`src/rtl/instr_inv_queue.sv`:
```
// Line-invalidation queue for instruction-side consumers: snoops committed stores in the
// instruction range, coalesces repeats, drains line addresses, and falls back to invalidate-all on overflow.
module instr_inv_queue #(
   parameter int          DEPTH     = 4,
   parameter logic [31:0] ADDR_L    = 32'h80000000,
   parameter logic [31:0] ADDR_H    = 32'h8FFFFFFF,
   parameter int          LINE_W    = 4,
   localparam int         LINE_BITS = 2 + $clog2(LINE_W),
   localparam int         LW        = 32 - LINE_BITS
) (
   input  logic          clk,
   input  logic          rst_n,
   input  logic          snoop_valid,
   input  logic [31:0]   snoop_addr,
   output logic          inv_valid,
   output logic [LW-1:0] inv_line,
   input  logic          inv_ack,
   output logic          inv_all_valid,
   input  logic          inv_all_ack,
   input  logic          fence_req,
   output logic          fence_done,
   output logic [7:0]    status
);

   localparam int PW = (DEPTH > 1) ? $clog2(DEPTH) : 1;

   typedef enum logic {NORMAL, FLUSH_ALL} state_e;

   state_e        state_q, state_d;
   logic [LW-1:0] mem_q [DEPTH];
   logic [LW-1:0] last_q;
   logic [PW-1:0] rd_q, rd_d, wr_q, wr_d, enq_idx;
   logic [4:0]    cnt_q, cnt_d;
   logic          ovf_q, ovf_d, fpend_q, fpend_d, fdone_q, fdone_d;
   logic          in_rng, pop, enq, coal, pend;
   logic [LW-1:0] snoop_line;

   // Explicit wrap so non-power-of-2 depths go DEPTH-1 -> 0.
   function automatic logic [PW-1:0] ptr_inc(input logic [PW-1:0] p);
      return (p == PW'(DEPTH - 1)) ? '0 : p + PW'(1);
   endfunction

   assign snoop_line = snoop_addr[31:LINE_BITS];
   assign in_rng     = snoop_valid && (snoop_addr >= ADDR_L) && (snoop_addr <= ADDR_H);

   always_comb begin
      state_d = state_q;
      rd_d    = rd_q;
      wr_d    = wr_q;
      cnt_d   = cnt_q;
      ovf_d   = ovf_q;
      enq_idx = wr_q;
      pop     = 1'b0;
      enq     = 1'b0;
      coal    = 1'b0;
      case (state_q)
         NORMAL: begin
            pop = (cnt_q != 5'd0) && inv_ack;
            if (in_rng) begin
               coal = (cnt_q != 5'd0) && (snoop_line == last_q);
               if (!coal) begin
                  if ((cnt_q < 5'(DEPTH)) || pop) begin
                     enq = 1'b1;
                  end else begin
                     ovf_d   = 1'b1;
                     state_d = FLUSH_ALL;
                  end
               end
            end
            if (pop) rd_d = ptr_inc(rd_q);
            if (enq) wr_d = ptr_inc(wr_q);
            if (enq && !pop)      cnt_d = cnt_q + 5'd1;
            else if (!enq && pop) cnt_d = cnt_q - 5'd1;
         end
         FLUSH_ALL: begin
            // The invalidate-all covers everything queued; a snoop in the ack cycle starts a fresh queue.
            if (inv_all_ack) begin
               state_d = NORMAL;
               ovf_d   = 1'b0;
               rd_d    = '0;
               enq_idx = '0;
               enq     = in_rng;
               wr_d    = in_rng ? ptr_inc('0) : '0;
               cnt_d   = {4'd0, in_rng};
            end
         end
         default: state_d = NORMAL;
      endcase
      pend    = fpend_q || fence_req;
      fdone_d = pend && (state_d == NORMAL) && (cnt_d == 5'd0);
      fpend_d = pend && !fdone_d;
   end

   always_ff @(posedge clk or negedge rst_n) begin
      if (!rst_n) begin
         state_q <= NORMAL;
         rd_q    <= '0;
         wr_q    <= '0;
         cnt_q   <= '0;
         ovf_q   <= 1'b0;
         fpend_q <= 1'b0;
         fdone_q <= 1'b0;
      end else begin
         state_q <= state_d;
         rd_q    <= rd_d;
         wr_q    <= wr_d;
         cnt_q   <= cnt_d;
         ovf_q   <= ovf_d;
         fpend_q <= fpend_d;
         fdone_q <= fdone_d;
      end
   end

   // Payload storage needs no reset; last_q is only consulted while the queue is non-empty.
   always_ff @(posedge clk) begin
      if (enq) begin
         mem_q[enq_idx] <= snoop_line;
         last_q         <= snoop_line;
      end
   end

   assign inv_valid     = (state_q == NORMAL) && (cnt_q != 5'd0);
   assign inv_line      = mem_q[rd_q];
   assign inv_all_valid = (state_q == FLUSH_ALL);
   assign fence_done    = fdone_q;
   assign status        = {ovf_q, fpend_q, 1'b0, cnt_q};

endmodule
```
`config.mk`:
```
export PLATFORM = sky130hd
export DESIGN_NAME = instr_inv_queue
export DESIGN_NICKNAME = d
export VERILOG_FILES = /design/src/rtl/instr_inv_queue.sv
export SDC_FILE = /design/constraint.sdc
export NUM_CORES = 1
export LEC_CHECK = 0
export CAP_MARGIN = 40
export CORE_MARGIN = 4
export CORE_UTILIZATION = 30
export CTS_CLUSTER_SIZE = 14
export DETAILED_ROUTE_END_ITERATION = 6
export SKIP_LAST_GASP = 1
export SYNTH_ARGS = -nofsm -noshare
export SYNTH_HDL_FRONTEND = slang
export SYNTH_SLANG_ARGS = --single-unit
```
`constraint.sdc`:
```
create_clock -name clk -period 3.75 [get_ports clk]
set_input_delay 0.75 -clock clk [delete_from_list [all_inputs] [get_ports clk]]
set_output_delay 0.75 -clock clk [all_outputs]
set_load 0.1 [all_outputs]
```
==> reports/summary.txt <==
Status: complete, no violations
Routed wl met3: 558 um
Syn_nets: 356
Vias per std cell: 4.51
Die area: 22600 um^2
Top Layer Used: met4
CP Depth: 9
P_int: 3650 uW
Largest net degree at the start of global routing: 29
Pwr dens: 801 nW/um^2
NumNets Final: 458
Cell family with most CP delay: buffers and inverters
Slowest cell delay on critical path: 0.58 ns
Placed cell count: 661
Post-place setup slack: 0.280 ns
Ratio of cells with drive above 1 in the final layout: 26.9%
Net Sw Frac: 41.5%
Worst setup EP type: register
Seq/Total Area, Yosys: 74.6%
Worst Skew: 0.0122 ns
Crit path DAT: 3.06 ns
Metal2 WL: 6100 um
Synth Register Bits: 153
Port Buffers: 71
Leakage power: 0.00264 uW
Drt pass-1 iters: 4
Final std cells w/o fill: 692
Final setup fails: 0
Maximum VDD drop: 558 uV
Post-layout util: 39.5%
Average cell area after synthesis: 19.4 um^2
Number of antenna violations at the first check in global routing: 0
Combinational power share: 42.4%
Total wire length: 12200 um
Max Transition Viols Final: 0
Post-CTS setup buffers: 0
Cells along the critical path: clkdlybuf4s50_1 -> xor2_1 -> nor4_1 -> buf_4 -> and4_4 -> and2_1 -> nor3_2 -> and3b_1 -> buf_4
Commonest non-fill, non-tap cell in the layout: edfxtp_1
Die width: 150 um
Routability cong.: 0.810
Max Fclk: 333 MHz
Maximum root-to-sink buffer count: 2
DR iter-0 viols: 171
Unrepaired setup endpoints after global routing: false
M1 wire length: 5400 um
Number of distinct library cells after synthesis: 45
Routed Antenna Nets: 0
Clock root cell: clkbuf_16
Psw: 2590 uW
CORE AREA: 19700 um^2
Clock sink count: 153
Rel. slew slack: 58.0%
Pwr Total: 6230 uW
Vias: 3118
Period utilization: 80.2%
Tightest Pin Transition: 0.628 ns
Vias in the first global route: 3390
Row cnt: 51
Most frequent cells in the layout: edfxtp_1, buf_4, clkdlybuf4s50_1, mux4_2, xnor2_1
CTS resizes: 0
R2R Setup Slk: 1.06 ns
Tot GR Track Use: 11.7%
DR WL/cell: 17.7 um
Most common cell on crit path: buf_4
Yosys warning count: 0
Mapped Area: 6070 um^2
Bufs and invs on worst path: 3
CTS tree: yes
Hold Violations, Final: 0
CTS Buf Count: 17
Clk network pwr share: 25.3%
Sequential Power Share: 32.3%
Clock latency at the later pin of the worst-skew pair: 0.41 ns
Setup Crit Path Kind: primary input to register
Final setup TNS: 0 ns
Final setup margin: 0.743 ns
Min Tclk post-route: 3.01 ns
DP Wirelength: 7700 um
Max Cap Viol: 0
R2r worst-path depth: 7
Max stage delay cell, worst path: clkdlybuf4s50_1
Hold path depth: 1
Req. time, crit path: 3.80 ns
Num ports: 77
Gr ovfl total: 0
Min-Delay Path Class: register to register
CP max FO: 28
# DRC: 0
Initial Util: 30.8%
CTS Hold Bufs: 0
Syn-to-layout area delta: 28.1%
Worst Setup Start Kind: primary input
Cells after synthesis: 313
Reg clk slew, reported paths: 0.06 ns
Diode count: 0
Global-route wire length before repair: 19400 um
H-tree levels: 4
DIE HEIGHT: 150 um
-- stage by stage --
step | hold WS [ns] | instance area [um^2]
after CTS | 0.502 | 7780
final | 0.497 | 7780
after floorplan | 0.451 | 6080
after global placement | 0.482 | 7120
after global routing | 0.523 | 7780
after detailed placement | 0.495 | 7240
-- path summary, 6_finish.rpt --
path	startpoint	endpoint
max	snoop_addr[21]	mem_q[1][9]
min	rd_q[0]	rd_q[0]
max reg2reg	cnt_q[3]	mem_q[1][9]
min reg2reg	rd_q[0]	rd_q[0]
max in group asynchronous	rst_n	rd_q[0]
min in group asynchronous	rst_n	cnt_q[0]
-- area by class of cell --
type | count | area, um^2
fill | 1775 | 11900
sequential | 153 | 4530
multi-input combinational | 145 | 1480
timing repair buffer | 93 | 873
clock buffer | 21 | 440
tap | 265 | 332
clock inverter | 10 | 103
inverter | 5 | 18.8
-- power by group through the flow --
stage | Clock (uW) | Combinational (uW) | Sequential, uW
floorplan | 0 | 1840 | 2230
global placement | 0 | 2550 | 2040
detailed placement | 0 | 2680 | 2050
CTS | 1620 | 2690 | 2010
global route | 1690 | 2770 | 2030
finish | 1580 | 2640 | 2010
-- cell usage after synthesis (all sizes together) --
cell / n / area share [%]
nand2: 13 / 0.80
and3: 3 / 0.31
o211a: 1 / 0.16
o21ai: 6 / 0.49
xor2: 12 / 1.7
mux2i: 2 / 0.33
buf: 7 / 0.62
nor2: 8 / 0.49
nand4: 4 / 0.41
o21bai: 1 / 0.12
nand3: 6 / 0.58
a21oi: 5 / 0.60
nor2b: 2 / 0.21
clkbuf: 3 / 0.19
a21o: 1 / 0.12
a211oi: 2 / 0.25
o31ai: 1 / 0.12
a31oi: 1 / 0.10
o31a: 1 / 0.14
ha: 5 / 1.0
and4: 1 / 0.19
mux4: 28 / 10
or3: 5 / 0.51
and3b: 1 / 0.14
edfxtp: 140 / 69
or4: 1 / 0.12
nor3: 3 / 0.41
o22ai: 1 / 0.10
xnor2: 18 / 2.6
nand3b: 1 / 0.12
inv: 5 / 0.31
o211ai: 1 / 0.12
and2: 2 / 0.21
o2111ai: 1 / 0.14
and2b: 1 / 0.12
conb: 1 / 0.062
dfrtp: 13 / 5.4
nor4: 6 / 1.1
-- registers in the layout, indices dropped and copies added, names as in the netlist --
signal / count
ovf_q: 1
mem_q: 112
fpend_q: 1
wr_q: 2
inv_all_valid: 1
last_q: 28
fence_done: 1
rd_q: 2
cnt_q: 5
-- cell families (layout without fill, tap and decap cells) --
family          Yosys count  after routing  share of synthesized area (%)
simple gates             57             57                           5.71
other cells               1              1                         0.0617
flops                   153            153                           74.6
fa+ha+maj                 5              5                           1.03
mux                      30             30                           10.7
xor+xnor                 30             30                           4.33
buf+inv                  15            129                           1.11
compound gates           22             22                           2.49
-- per-layer routing --
layer	up-vias	track usage [%]
li1	1455	-
met1	1579	14.9
met2	72	18.8
met3	12	3.43
met4	0	4.25
met5	-	0
Note: power is estimated with default switching activity, not from simulation.
